===== src/rtl/bridge_pkg.sv =====
// rtl/bridge_pkg.sv - shared encodings and constants for the device bridge
package bridge_pkg;

   typedef enum logic [1:0] {
      ST_IDLE = 2'd0,
      ST_BUSY = 2'd1,
      ST_DONE = 2'd2
   } state_e;

   localparam logic [31:0] DEV_REGION_LO = 32'h0000_7F00;
   localparam logic [31:0] DEV_REGION_HI = 32'h0000_7FFF;

   localparam int NUM_DEV    = 3;
   localparam int DEV_TIMER0 = 0;
   localparam int DEV_TIMER1 = 1;
   localparam int DEV_UART   = 2;

endpackage


===== src/rtl/dev_bridge_if.sv =====
// rtl/dev_bridge_if.sv - CPU-side and device-side signals of the bridge
interface dev_bridge_if;
   import bridge_pkg::*;

   logic [31:0]        cpu_addr;
   logic [31:0]        cpu_wd;
   logic               cpu_we;
   logic               cpu_re;
   logic [31:0]        cpu_rd;
   logic               cpu_stall;
   logic               cpu_buserr;
   logic [NUM_DEV-1:0] dev_req;
   logic               dev_we;
   logic [1:0]         dev_addr;
   logic [31:0]        dev_wd;
   logic [NUM_DEV-1:0] dev_ack;
   logic [31:0]        dev_rd0;
   logic [31:0]        dev_rd1;
   logic [31:0]        dev_rd2;
   logic [NUM_DEV-1:0] dev_irq;
   logic [5:0]         hwint;

   modport master (
      input  cpu_addr, cpu_wd, cpu_we, cpu_re,
      input  dev_ack, dev_rd0, dev_rd1, dev_rd2, dev_irq,
      output cpu_rd, cpu_stall, cpu_buserr,
      output dev_req, dev_we, dev_addr, dev_wd, hwint
   );

   modport slave (
      output cpu_addr, cpu_wd, cpu_we, cpu_re,
      output dev_ack, dev_rd0, dev_rd1, dev_rd2, dev_irq,
      input  cpu_rd, cpu_stall, cpu_buserr,
      input  dev_req, dev_we, dev_addr, dev_wd, hwint
   );

endinterface


===== src/rtl/dev_addr_decode.sv =====
// rtl/dev_addr_decode.sv - maps a data address to a one-hot device hit and a region flag
module dev_addr_decode
   import bridge_pkg::*;
#(
   parameter logic [31:0] BASE0 = 32'h0000_7F00,
   parameter logic [31:0] BASE1 = 32'h0000_7F10,
   parameter logic [31:0] BASE2 = 32'h0000_7F20
) (
   input  logic [31:0]        cpu_addr,
   output logic [NUM_DEV-1:0] hit,
   output logic               in_region
);

   assign hit[DEV_TIMER0] = (cpu_addr[31:4] == BASE0[31:4]);
   assign hit[DEV_TIMER1] = (cpu_addr[31:4] == BASE1[31:4]);
   assign hit[DEV_UART]   = (cpu_addr[31:4] == BASE2[31:4]);

   assign in_region = (cpu_addr >= DEV_REGION_LO) && (cpu_addr <= DEV_REGION_HI);

endmodule


===== src/rtl/dev_bridge.sv =====
// rtl/dev_bridge.sv - MEM-stage to peripheral req/ack bridge with stall, timeout and irq sync
module dev_bridge
   import bridge_pkg::*;
#(
   parameter logic [31:0] BASE0   = 32'h0000_7F00,
   parameter logic [31:0] BASE1   = 32'h0000_7F10,
   parameter logic [31:0] BASE2   = 32'h0000_7F20,
   parameter int          TIMEOUT = 15
) (
   input logic          clk,
   input logic          reset,
   dev_bridge_if.master bus
);

   localparam logic [7:0] TO_LAST = 8'(TIMEOUT - 1);

   state_e             state_q, state_d;
   logic [1:0]         sel_q, sel_d;
   logic [NUM_DEV-1:0] req_q, req_d;
   logic               we_q, we_d;
   logic [1:0]         addr_q, addr_d;
   logic [31:0]        wd_q, wd_d;
   logic [31:0]        rd_q, rd_d;
   logic [7:0]         cnt_q, cnt_d;
   logic               to_q, to_d;
   logic [NUM_DEV-1:0] irq_q, irq_d;

   logic [NUM_DEV-1:0] hit;
   logic               in_region;
   logic               access;
   logic [1:0]         hit_idx;
   logic [31:0]        rd_sel;

   dev_addr_decode #(.BASE0(BASE0), .BASE1(BASE1), .BASE2(BASE2)) u_decode (
      .cpu_addr  (bus.cpu_addr),
      .hit       (hit),
      .in_region (in_region)
   );

   // Gating with reset keeps the combinational stall/buserr low while held in reset.
   assign access = (bus.cpu_we | bus.cpu_re) & reset;

   always_comb begin
      hit_idx = 2'd2;
      if (hit[DEV_TIMER0])      hit_idx = 2'd0;
      else if (hit[DEV_TIMER1]) hit_idx = 2'd1;
   end

   always_comb begin
      rd_sel = 32'h0;
      case (sel_q)
         2'd0:    rd_sel = bus.dev_rd0;
         2'd1:    rd_sel = bus.dev_rd1;
         2'd2:    rd_sel = bus.dev_rd2;
         default: rd_sel = 32'h0;
      endcase
   end

   always_comb begin
      state_d        = state_q;
      sel_d          = sel_q;
      req_d          = req_q;
      we_d           = we_q;
      addr_d         = addr_q;
      wd_d           = wd_q;
      rd_d           = rd_q;
      cnt_d          = cnt_q;
      to_d           = to_q;
      irq_d          = bus.dev_irq;
      bus.cpu_stall  = 1'b0;
      bus.cpu_buserr = 1'b0;
      bus.cpu_rd     = 32'h0;
      case (state_q)
         ST_IDLE: begin
            if (access && (|hit)) begin
               sel_d         = hit_idx;
               we_d          = bus.cpu_we;
               addr_d        = bus.cpu_addr[3:2];
               wd_d          = bus.cpu_wd;
               req_d         = 3'b001 << hit_idx;
               cnt_d         = 8'd0;
               to_d          = 1'b0;
               state_d       = ST_BUSY;
               bus.cpu_stall = 1'b1;
            end else if (access && in_region) begin
               bus.cpu_buserr = 1'b1;
            end
         end
         ST_BUSY: begin
            bus.cpu_stall = 1'b1;
            if (bus.dev_ack[sel_q]) begin
               rd_d    = we_q ? 32'h0 : rd_sel;
               req_d   = '0;
               state_d = ST_DONE;
            end else if (cnt_q == TO_LAST) begin
               rd_d    = 32'h0;
               to_d    = 1'b1;
               req_d   = '0;
               state_d = ST_DONE;
            end else begin
               cnt_d = cnt_q + 8'd1;
            end
         end
         ST_DONE: begin
            bus.cpu_rd     = rd_q;
            bus.cpu_buserr = to_q;
            to_d           = 1'b0;
            state_d        = ST_IDLE;
         end
         default: state_d = ST_IDLE;
      endcase
   end

   always_ff @(posedge clk or negedge reset) begin
      if (!reset) begin
         state_q <= ST_IDLE;
         sel_q   <= 2'd0;
         req_q   <= '0;
         we_q    <= 1'b0;
         addr_q  <= 2'd0;
         wd_q    <= 32'h0;
         rd_q    <= 32'h0;
         cnt_q   <= 8'd0;
         to_q    <= 1'b0;
         irq_q   <= '0;
      end else begin
         state_q <= state_d;
         sel_q   <= sel_d;
         req_q   <= req_d;
         we_q    <= we_d;
         addr_q  <= addr_d;
         wd_q    <= wd_d;
         rd_q    <= rd_d;
         cnt_q   <= cnt_d;
         to_q    <= to_d;
         irq_q   <= irq_d;
      end
   end

   assign bus.dev_req  = req_q;
   assign bus.dev_we   = we_q;
   assign bus.dev_addr = addr_q;
   assign bus.dev_wd   = wd_q;
   assign bus.hwint    = {3'b000, irq_q};

endmodule


===== src/flat_wrapper.sv =====
// flat-port wrapper written by rule: the top's interface ports become plain ports
module dev_bridge_flat import bridge_pkg::*;
#(
   parameter logic [31:0] BASE0   = 32'h0000_7F00,
   parameter logic [31:0] BASE1   = 32'h0000_7F10,
   parameter logic [31:0] BASE2   = 32'h0000_7F20,
   parameter int          TIMEOUT = 15
)
  (clk, reset, bus_cpu_addr, bus_cpu_wd, bus_cpu_we, bus_cpu_re, bus_dev_ack, bus_dev_rd0, bus_dev_rd1, bus_dev_rd2, bus_dev_irq, bus_cpu_rd, bus_cpu_stall, bus_cpu_buserr, bus_dev_req, bus_dev_we, bus_dev_addr, bus_dev_wd, bus_hwint);
  dev_bridge_if bus_i ();
  input logic clk;
  input logic reset;
  input wire logic [$bits(bus_i.cpu_addr)-1:0] bus_cpu_addr;
  input wire logic [$bits(bus_i.cpu_wd)-1:0] bus_cpu_wd;
  input wire logic [$bits(bus_i.cpu_we)-1:0] bus_cpu_we;
  input wire logic [$bits(bus_i.cpu_re)-1:0] bus_cpu_re;
  input wire logic [$bits(bus_i.dev_ack)-1:0] bus_dev_ack;
  input wire logic [$bits(bus_i.dev_rd0)-1:0] bus_dev_rd0;
  input wire logic [$bits(bus_i.dev_rd1)-1:0] bus_dev_rd1;
  input wire logic [$bits(bus_i.dev_rd2)-1:0] bus_dev_rd2;
  input wire logic [$bits(bus_i.dev_irq)-1:0] bus_dev_irq;
  output wire logic [$bits(bus_i.cpu_rd)-1:0] bus_cpu_rd;
  output wire logic [$bits(bus_i.cpu_stall)-1:0] bus_cpu_stall;
  output wire logic [$bits(bus_i.cpu_buserr)-1:0] bus_cpu_buserr;
  output wire logic [$bits(bus_i.dev_req)-1:0] bus_dev_req;
  output wire logic [$bits(bus_i.dev_we)-1:0] bus_dev_we;
  output wire logic [$bits(bus_i.dev_addr)-1:0] bus_dev_addr;
  output wire logic [$bits(bus_i.dev_wd)-1:0] bus_dev_wd;
  output wire logic [$bits(bus_i.hwint)-1:0] bus_hwint;
  assign bus_i.cpu_addr = bus_cpu_addr;
  assign bus_i.cpu_wd = bus_cpu_wd;
  assign bus_i.cpu_we = bus_cpu_we;
  assign bus_i.cpu_re = bus_cpu_re;
  assign bus_i.dev_ack = bus_dev_ack;
  assign bus_i.dev_rd0 = bus_dev_rd0;
  assign bus_i.dev_rd1 = bus_dev_rd1;
  assign bus_i.dev_rd2 = bus_dev_rd2;
  assign bus_i.dev_irq = bus_dev_irq;
  assign bus_cpu_rd = bus_i.cpu_rd;
  assign bus_cpu_stall = bus_i.cpu_stall;
  assign bus_cpu_buserr = bus_i.cpu_buserr;
  assign bus_dev_req = bus_i.dev_req;
  assign bus_dev_we = bus_i.dev_we;
  assign bus_dev_addr = bus_i.dev_addr;
  assign bus_dev_wd = bus_i.dev_wd;
  assign bus_hwint = bus_i.hwint;
  dev_bridge #(.BASE0(BASE0), .BASE1(BASE1), .BASE2(BASE2), .TIMEOUT(TIMEOUT)) u_core (.clk(clk), .reset(reset), .bus(bus_i));
endmodule

===== config.mk =====
export PLATFORM = sky130hd
export DESIGN_NAME = dev_bridge_flat
export DESIGN_NICKNAME = d
export VERILOG_FILES = /design/src/rtl/bridge_pkg.sv /design/src/rtl/dev_bridge_if.sv /design/src/rtl/dev_addr_decode.sv /design/src/rtl/dev_bridge.sv /design/src/flat_wrapper.sv
export SDC_FILE = /design/constraint.sdc
export NUM_CORES = 1
export LEC_CHECK = 0
export ABC_AREA = 1
export BUFFER_PORTS_ARGS = -buffer_cell sky130_fd_sc_hd__buf_4
export CAP_MARGIN = 20
export CORE_MARGIN = 3
export CORE_UTILIZATION = 49
export CTS_CLUSTER_SIZE = 24
export DETAILED_ROUTE_END_ITERATION = 6
export HOLD_SLACK_MARGIN = 0.1
export PLACE_DENSITY = 0.87
export REMOVE_ABC_BUFFERS = 1
export SLEW_MARGIN = 10
export SYNTH_ARGS = -nofsm -noshare
export SYNTH_HDL_FRONTEND = slang
export SYNTH_SLANG_ARGS = --single-unit

===== constraint.sdc =====
create_clock -name clk -period 3.2 [get_ports clk]
set_clock_uncertainty 0.2 [all_clocks]
set_input_delay 0.48 -clock clk [delete_from_list [all_inputs] [get_ports clk]]
set_output_delay 0.48 -clock clk [all_outputs]
set_load 0.05 [all_outputs]

=== Word-level counts from Yosys, hierarchy flattened ===
Cells that the tools add are included.

* Logic and storage cells: 75
* Register bits after elaboration: 86
* Input bits: 170
* Output and inout bits: 78

* Reductions and logical operators: 15
* Eq/ne operators: 13
* Add/subtract/negate cells: 1
* Muxes and demuxes: 30
* Shift-type cells: 1
* $lt $le $gt $ge: 3
* Bitwise gates (word level): 2

{| class="wikitable"
|+ Operator list
! operator !! count
|-
| $mux W32 || 4
|-
| $pmux W32 S3 || 1
|-
| $eq A28 B11 Y1 const B || 3
|-
| $ge A32 B15 Y1 const B || 1
|-
| $le A32 B15 Y1 const B || 1
|-
| $mux W8 || 3
|-
| $pmux W8 S2 || 1
|-
| $mux W2 || 5
|-
| $mux W3 || 3
|-
| $add A8 B1 Y8 const B || 1
|-
| $eq A8 B4 Y1 const B || 1
|-
| $reduce_and A4 Y1 || 2
|-
| $mux W1 || 7
|-
| $pmux W3 S2 || 1
|-
| $reduce_and A2 Y1 || 3
|-
| $eq A2 B1 Y1 const B || 2
|-
| $eq A2 B2 Y1 const B || 2
|-
| $logic_not A2 Y1 || 2
|-
| $ne A2 B1 Y1 const B || 2
|-
| $ne A2 B2 Y1 const B || 2
|-
| $pmux W1 S2 || 2
|-
| $pmux W2 S2 || 1
|-
| $reduce_bool A2 Y1 || 2
|-
| $logic_and A1 B1 Y1 || 3
|-
| 10 further kinds || 10
|}

=== Logic depth before layout (Yosys ltp) ===
Gate-level depths: netlist of run 1.

* Depth in word-level cells: 6
* Mapped depth: 13
* Gate-level depth less buffers: 12

=== Modules after synthesis ===
A second synthesis of run 1 with hierarchy kept.

* Cell total of the unflattened synthesis: 650
* Area total of the unflattened synthesis: 4528.1 sq um

{| class="wikitable"
|+ Modules (own cells, without submodules)
! module !! seq. area each (sq um) !! area an instance (sq um) !! times used !! cells an instance
|-
| dev_bridge || 2152.1 || 4390.5 || 1 || 618
|-
| dev_addr_decode || 0.0 || 137.6 || 1 || 32
|}

=== Least setup slack after synthesis of run 1 ===
Ideal clock, no wire load.

* Kind: input -> output
* From: input port bus_cpu_addr[18]
* To: output port bus_cpu_stall
* Path buffers: 1
* Cell stages on the path: 10
* Data arrival time: 1684 ps
* Slack: 836 ps
* Data required time: 2520 ps
* Path through: inv_1 nand2_1 nor2_2 nand2_1 nor2_1 nand2_1 nand3_2 nand3_2 clkbuf_1 nand2_1

* Word-level cells in the longest chain between the ends: 5
* Elaborated cells between the ends (all ways): 7
* Those cells by class: eq/ne: 3; mux: 2; reduce/logical: 2

{| class="wikitable"
|+ Ends and longest elaborated chain
! element !! line !! text
|-
| start: declaration || flat_wrapper.sv:13 || <nowiki>input wire logic [$bits(bus_i.cpu_addr)-1:0] bus_cpu_addr;</nowiki>
|-
| $eq A28 B11 Y1 (on tied branches) || dev_addr_decode.sv:14, dev_addr_decode.sv:15, dev_addr_decode.sv:16 ||
|-
| $reduce_or A3 Y1 (*) || dev_bridge.sv:75 || <nowiki>if (access && (|hit)) begin</nowiki>
|-
| $logic_and A1 B1 Y1 (*) || dev_bridge.sv:75 ||
|-
| $mux W1 (*) || dev_bridge.sv:75 ||
|-
| $pmux W1 S2 (*) || dev_bridge.sv:73 || <nowiki>case (state_q)</nowiki>
|-
| end: declaration || flat_wrapper.sv:23 || <nowiki>output wire logic [$bits(bus_i.cpu_stall)-1:0] bus_cpu_stall;</nowiki>
|}

Every way passes the cells marked *; elsewhere a longest branch is shown, timed or not.

=== Worst setup path after layout of run 1 ===
* From: register u_core.state_q[1]
* To: output port bus_cpu_rd[11]

* Word-level cells in the longest chain between the ends: 2

{| class="wikitable"
|+ Ends and longest elaborated chain
! element !! line !! text
|-
| start: declaration || dev_bridge.sv:17 || <nowiki>state_e state_q, state_d;</nowiki>
|-
| start signal: assignment || dev_bridge.sv:127 || <nowiki>state_q <= state_d;</nowiki>
|-
| $eq A2 B2 Y1 || dev_bridge.sv:73 ||
|-
| $mux W32 || dev_bridge.sv:73 ||
|-
| end: declaration || flat_wrapper.sv:22 || <nowiki>output wire logic [$bits(bus_i.cpu_rd)-1:0] bus_cpu_rd;</nowiki>
|}

Every way passes these cells.

==> metrics.yaml, run 1 <==
outcome:
  outcome: "complete, no violations"
floorplan:
  io_pins: 248
  fp.dieW_um: 102
  die_area_um2: 10500
  coreArea_um2: 8890
  die_h_um: 102
  rows: 34
  floorplan.initialDensity_pct: 51.2
placement:
  place_worst_setup_slack_ns: 0.682
  place_congestion: 0.950
  port_buffers: 244
  dpl.cell_count: 965
  dp_hpwl_um: 10800
power_and_ir_drop:
  leakage_nw: 3.75
  pwr_density_cell_nw_per_um2: 327
  vdd.ir_drop.worst_v: 0.000201
finish:
  drive_above_1_share_pct: 32.2
  area_delta_synth_final_pct: 46.1
  final_cell_mix: "nand2_1 (251), buf_4 (251), dfrtp_1 (86)"
  diodes: 0
  post-route-util_pct: 74.9
  fin_nets: 1047
  fin_cells: 988
yosys:
  avgSynthCellArea_um2: 7.16
  synth_edf_count: 0
  async_flop_share_pct: 100
  synth_cell_types: 31
  yosysSeqAreaShare_pct: 47.2
  synth_ff_type: "dfrtp_1"
  synthesis.area_um2: 4560
  ys_ff_latch: 86
  synth_cells: 636
  yosys_warnings: 0
sta:
  slew_headroom_pct: 32.1
  finalCritPeriodShare_pct: 84.1
  min_period_ns: 2.69
  finalHoldViolations: 0
  tightestPinTransition_ns: 1.02
  max_freq_ghz: 0.371
  final-max-slew-violation-count: 0
  hold-worst-slack_ns: 0.115
  finalSetupTns_ns: 0
  layout_setup_ws_ns: 0.508
  setup_viol: 0
  rsz0062_at_grt: "no"
critical_path:
  startpoint_type: "flip-flop"
  required_ns: 2.52
  end_kind: "output pin"
  critical_path_class: "reg2out"
  cp.arrival_ns: 2.01
  crit_fanout: 32
grt:
  antenna_found_initial: 0
  grt_start_max_net_pins: 62
  grt_pass1_wl_um: 21300
  overflow: 0
  groute.usage.overall_pct: 26.0
  grt_pass1_vias: 4777
clock_tree:
  cts_buffers: 9
  clk_latency_ns: 0.36
  post_cts_buffers: 0
  htreeDepth: 3
  cts_sinks: 86
  cts_root_buffer: "clkbuf_8"
  cts_tree: "done"
  cts.path.max_buffers: 2
  path_clk_slew_ns: 0.09
drt:
  routed_wl_um: 14300
  vias_per_cell: 5.01
  final_antenna_net_count: 0
  drc: 0
  wl_per_cell_um: 14.5
  drtIter0Drc: 192
  vias: 4953
  drt_pass1_iterations: 4
worst_hold_path:
  worstHoldPathType: "in2reg"
flow_run:
  maxCapViolations: 0
sequential cells by signal, summed over array words and instances (netlist names):
register,cells
u_core.bus.dev_addr,2
u_core.bus.dev_req,3
u_core.bus.dev_wd,32
u_core.bus.dev_we,1
u_core.cnt_q,8
u_core.irq_q,3
u_core.rd_q,32
u_core.sel_q,2
u_core.state_q,2
u_core.to_q,1
synthesized netlist by cell type, types with 2 or more instances:
| master | instances | area share [%] |
|---|---|---|
| a21oi_1 | 7 | 0.77 |
| a22o_1 | 5 | 0.96 |
| buf_2 | 7 | 0.77 |
| buf_4 | 6 | 0.99 |
| buf_6 | 3 | 0.74 |
| clkbuf_1 | 16 | 1.3 |
| dfrtp_1 | 86 | 47 |
| ha_1 | 2 | 0.55 |
| inv_1 | 62 | 5.1 |
| inv_2 | 6 | 0.49 |
| nand2_1 | 251 | 21 |
| nand3_1 | 68 | 7.5 |
| nand3_2 | 3 | 0.66 |
| nand4_1 | 4 | 0.55 |
| nor2_1 | 58 | 4.8 |
| nor2_2 | 3 | 0.41 |
| nor4_1 | 2 | 0.27 |
| o21ai_1 | 28 | 3.1 |
| o22ai_1 | 5 | 0.69 |
| xor2_1 | 3 | 0.58 |
metal layers:
layer | vias to the layer above | track usage (%) | share of wire [%]
met5 | - | 0 | 0
li1 | 2444 | - | -
met3 | 31 | 6.76 | 8.5
met2 | 222 | 45.6 | 50
met1 | 2256 | 30.2 | 39
met4 | 0 | 10.6 | 2.6
worst paths after layout:
check / slack [ns] / from / cells after the start / endpoint
min in group asynchronous: 0.55 / reset / 3 / u_core.bus.dev_addr[1]$_DFFE_PN0P_
hold / removal: 0.11 / bus_cpu_wd[17] / 3 / u_core.bus.dev_wd[17]$_DFFE_PN0P_
hold reg to reg: 0.29 / u_core.bus.dev_wd[20]$_DFFE_PN0P_ / 2 / u_core.bus.dev_wd[20]$_DFFE_PN0P_
setup reg to reg: 0.93 / u_core.cnt_q[0]$_DFFE_PN0P_ / 9 / u_core.bus.dev_req[1]$_DFFE_PN0P_
max in group asynchronous: 1.27 / reset / 4 / u_core.rd_q[12]$_DFFE_PN0P_
setup / recovery: 0.51 / u_core.state_q[1]$_DFFE_PN0P_ / 5 / bus_cpu_rd[11]
logic make-up after synthesis:
family | Yosys count | synth area share (%)
other | 1 | 0.0823
xor gates and xnor gates | 4 | 0.769
and+or+nand+nor | 394 | 35.9
adders and majority gates | 2 | 0.549
AOI/OAI and AO/OA | 48 | 5.93
buffers and inverters | 101 | 9.50
DFF | 86 | 47.2
final cells by class:
class	instances	area, µm²
Tap cell	108	135
Clock inverter	7	50.0
Multi-Input combinational cell	451	1980
Timing Repair Buffer	258	1950
Clock buffer	9	124
Inverter	69	259
Fill cell	657	2240
Sequential cell	86	2150
worst max-delay path: stages (launching register included):
cell and delay (ns):
dfrtp_1 0.41, inv_1 0.08, nor2_1 0.06, inv_1 0.73, nor2_1 0.12, buf_4 0.24
through the flow:
step | total power, mW | area, µm²
after global routing | 2.28 | 6660
after global placement | 1.49 | 6410
after floorplan | 1.29 | 4390
final | 2.18 | 6660
after CTS | 2.19 | 6660
after detailed placement | 1.50 | 6410
repair_timing:
action / 4_1_cts / 5_1_grt
endpoints found under the hold margin: 46 / 0
gates resized for setup: 0 / 0
hold buffers: 7 / 0
where the power goes:
part,internal [mW],switching (mW)
clock,0.283,0.411
sequential,1.14,0.0161
combinational,0.185,0.144
total,1.61,0.571
Note: power is estimated with default switching activity, not from simulation.
==> inputs of run 2 (changes only) <==
--- a/config.mk
+++ b/config.mk
@@ -9,11 +9,11 @@
 export BUFFER_PORTS_ARGS = -buffer_cell sky130_fd_sc_hd__buf_4
 export CAP_MARGIN = 20
 export CORE_MARGIN = 3
-export CORE_UTILIZATION = 49
+export CORE_UTILIZATION = 45
 export CTS_CLUSTER_SIZE = 24
 export DETAILED_ROUTE_END_ITERATION = 6
 export HOLD_SLACK_MARGIN = 0.1
-export PLACE_DENSITY = 0.87
+export PLACE_DENSITY = 0.81
 export REMOVE_ABC_BUFFERS = 1
 export SLEW_MARGIN = 10
 export SYNTH_ARGS = -nofsm -noshare
==> constraint.sdc (replaced) <==
create_clock -name clk -period 2.6 [get_ports clk]
set_clock_uncertainty 0.2 [all_clocks]
set_input_delay 0.39 -clock clk [delete_from_list [all_inputs] [get_ports clk]]
set_output_delay 0.39 -clock clk [all_outputs]
set_load 0.05 [all_outputs]
==> run 2 against run 1 <==
Net effect:
- utilization decreased by 2.1 points
- register-to-register slack got worse by 0.40 ns
- clock power increased by 47%
- first-iteration DRC count increased by 81%
- sequential power increased by 22%
- routed wire length increased by 11%
- combinational power increased by 39%
- cell count increased by 6.4%
- global-route usage increased by 1.5 points
- clock-buffer cell count increased by 1
- worst setup slack got worse by 0.45 ns
- largest cell class is now buffers
- largest power group unchanged
- highest routed layer unchanged
==> metrics.yaml, run 2 (synthesized netlist as in run 1, its figures left out) <==
outcome:
  outcome: "complete, no violations"
critical_path:
  critical_path.most_common_cell: "nand2_1"
  critical_path_class: "in2out"
  r2r_cells: 9  # unchanged
  end_kind: "output pin"
  required_ns: 2.01  # -0.51 ns
  rrSetupSlack_ns: 0.53  # -0.40 ns
  cp.arrival_ns: 1.95  # -0.06 ns
  crit_fanout: 2  # -94%
  reg2reg_from: "u_core.cnt_q[0]$_DFFE_PN0P_"
  startpoint_type: "input pin"
  cp_num_cells: 9  # +4
  cp_top_family: "buffers and inverters"
  slowest_delay_ns: 0.53  # -0.20 ns
  r2r-end: "u_core.rd_q[10]$_DFFE_PN0P_"
  path_cells: "dlygate4sd3_1 > buf_4 > nand4_1 > o21ai_1 > nand2_1 > nor3_1 > nand2_1 > nand2_1 > buf_4"
  crit_slowest_cell: "dlygate4sd3_1"
  cp_num_buf_inv: 3  # unchanged
floorplan:
  floorplan.initialDensity_pct: 46.4  # -4.8 points
  rows: 36  # +5.9%
  fp.dieW_um: 107  # +4.1%
  die_h_um: 107  # +4.1%
  die_area_um2: 11400  # +8.4%
  coreArea_um2: 9820  # +10%
  io_pins: 248  # unchanged
sta:
  setup_viol: 0  # unchanged
  layout_setup_ws_ns: 0.0616  # -0.446 ns
  rsz0062_at_grt: "no"
  final-max-slew-violation-count: 0  # unchanged
  max_freq_ghz: 0.394
  finalCritPeriodShare_pct: 97.6
  finalHoldViolations: 0  # unchanged
  min_period_ns: 2.54
clock_tree:
  path_clk_slew_ns: 0.09  # about the same
  cts_buffers: 9  # unchanged
  clk_latency_ns: 0.35  # about the same
  cts_sinks: 86  # unchanged
  cts_root_buffer: "clkbuf_8"
  cts_tree: "done"
  htreeDepth: 3  # unchanged
  cts.path.max_buffers: 2  # unchanged
drt:
  wl_per_cell_um: 15.1  # +4.5%
  final_antenna_net_count: 0  # unchanged
  vias_per_cell: 5.00  # -0.19%
  drt_pass1_iterations: 5  # +1
  drc: 0  # unchanged
  vias: 5259  # +6.2%
  routed_wl_um: 15900  # +11%
  drtIter0Drc: 348  # +81%
grt:
  top_usage_layer: "met2"
  grt_util_met1_pct: 33.4  # +3.2 points
  overflow: 0  # unchanged
  use_met3_pct: 5.48  # -1.3 points
  antenna_found_initial: 0  # unchanged
  grt_pass1_vias: 5262  # +10%
  grt_start_max_net_pins: 82  # +32%
  groute.usage.overall_pct: 27.6  # +1.5 points
  use_met2_pct: 48.4  # +2.8 points
  grt_pass1_wl_um: 25000  # +17%
power_and_ir_drop:
  p_int_mw: 2.21  # +37%
  vdd.ir_drop.worst_v: 0.000219  # +9.0%
  p_sw_mw: 0.696  # +22%
  pwr-share-comb_pct: 15.8  # +0.7 points
  leakage_nw: 3.94  # +5.2%
  power_mw: 2.90  # +33%
  pwr_density_cell_nw_per_um2: 406  # +24%
  p_sw_share_pct: 24.0  # -2.2 points
  clockPowerShare_pct: 35.2  # +3.4 points
  power_frac_seq_pct: 49.0  # -4.1 points
placement:
  place_congestion: 0.811  # -15%
  port_buffers: 244  # unchanged
  place_worst_setup_slack_ns: 0.303  # -0.379 ns
  dp_hpwl_um: 10800  # -0.49%
worst_hold_path:
  whs_path_depth: 3  # unchanged
  hold_path_end: "u_core.rd_q[31]$_DFFE_PN0P_"
  worstHoldPathType: "in2reg"
  hp-start: "bus_dev_rd1[31]"
finish:
  diodes: 0  # unchanged
  area_delta_synth_final_pct: 56.9
  fin_nets: 1085  # +3.6%
  final_cell_mix: "buf_4 (252), nand2_1 (251), dfrtp_1 (86)"
  drive_above_1_share_pct: 31.5  # -0.68 points
  layout_commonest_cell: "buf_4"
  fill_cells: 748  # +14%
flow_run:
  maxCapViolations: 0  # unchanged
[run 2: power by group through the flow]
stage / registers [mW] / clock network, mW / logic [mW]
final: 1.42 / 1.02 / 0.458
after global routing: 1.43 / 1.11 / 0.503
after global placement: 1.45 / 0 / 0.383
after floorplan: 1.45 / 0 / 0.128
after CTS: 1.42 / 1.05 / 0.446
after detailed placement: 1.45 / 0 / 0.396
[run 2: worst max-delay path by stage]
| stage | endpoint | start | slack, ns |
|---|---|---|---|
| 4_1_cts | bus_cpu_rd[8] | u_core.state_q[1]$_DFFE_PN0P_ | 0.003 |
| 6_report | bus_cpu_buserr | bus_cpu_addr[3] | 0.06 |
| 3_5_place_dp | bus_cpu_stall | bus_cpu_addr[17] | 0.30 |
| 5_1_grt | bus_cpu_buserr | bus_cpu_addr[2] | 0.004 |
| 3_3_place_gp | bus_cpu_stall | bus_cpu_addr[17] | 0.37 |
| 2_1_floorplan | u_core.bus.dev_req[0]$_DFFE_PN0P_ | u_core.sel_q[0]$_DFFE_PN0P_ | -0.28 |
[run 2: final cells by class]
cell class / count / area [µm²] / share of cell area, %
timing repair buffer: 295 / 2360 / 33.0
sequential: 86 / 2150 / 30.1
multi-input combinational: 451 / 1980 / 27.8
inverter: 69 / 263 / 3.68
tap: 133 / 166 / 2.33
clock buffer: 10 / 128 / 1.79
clock inverter: 6 / 86.3 / 1.21
timing repair inverter: 1 / 7.51 / 0.105
[run 2: worst register-to-register path, stage by stage, from the launching register on]
cell and delay [ns]:
dfrtp_1 0.42, inv_1 0.09, ha_1 0.14, nand2_1 0.06, o21ai_1 0.20, nor2_4 0.10
nor2_8 0.28, buf_12 0.25, nand3_1 0.14, o21ai_1 0.11
[run 2: layer usage]
| layer | vias to the layer above | part of all wire, % |
|---|---|---|
| met4 | 0 | 2.5 |
| met3 | 32 | 9.9 |
| li1 | 2514 | - |
| met5 | - | 0 |
| met1 | 2404 | 38 |
| met2 | 309 | 50 |
[run 2: per-stage QoR]
stage | instances | instance area (µm²) | TNS [ns] | util [%] | hold slack [ns]
after floorplan | 606 | 4390 | -5.32 | - | -0.106
after global placement | 991 | 6470 | 0 | 65.9 | 0.00371
after detailed placement | 991 | 6470 | 0 | 65.9 | 0.00232
after CTS | 1047 | 7090 | 0 | 72.2 | 0.101
after global routing | 1051 | 7150 | 0 | 72.8 | 0.111
final | 1051 | 7150 | 0 | 72.8 | 0.122
[run 2: repair_timing]
item                                   in CTS  in global routing
hold buffers                               40                  0
setup buffers                               0                  2
endpoints found under the hold margin      44                  0
resized for setup                           0                  4
setup endpoints to repair                   0                 33
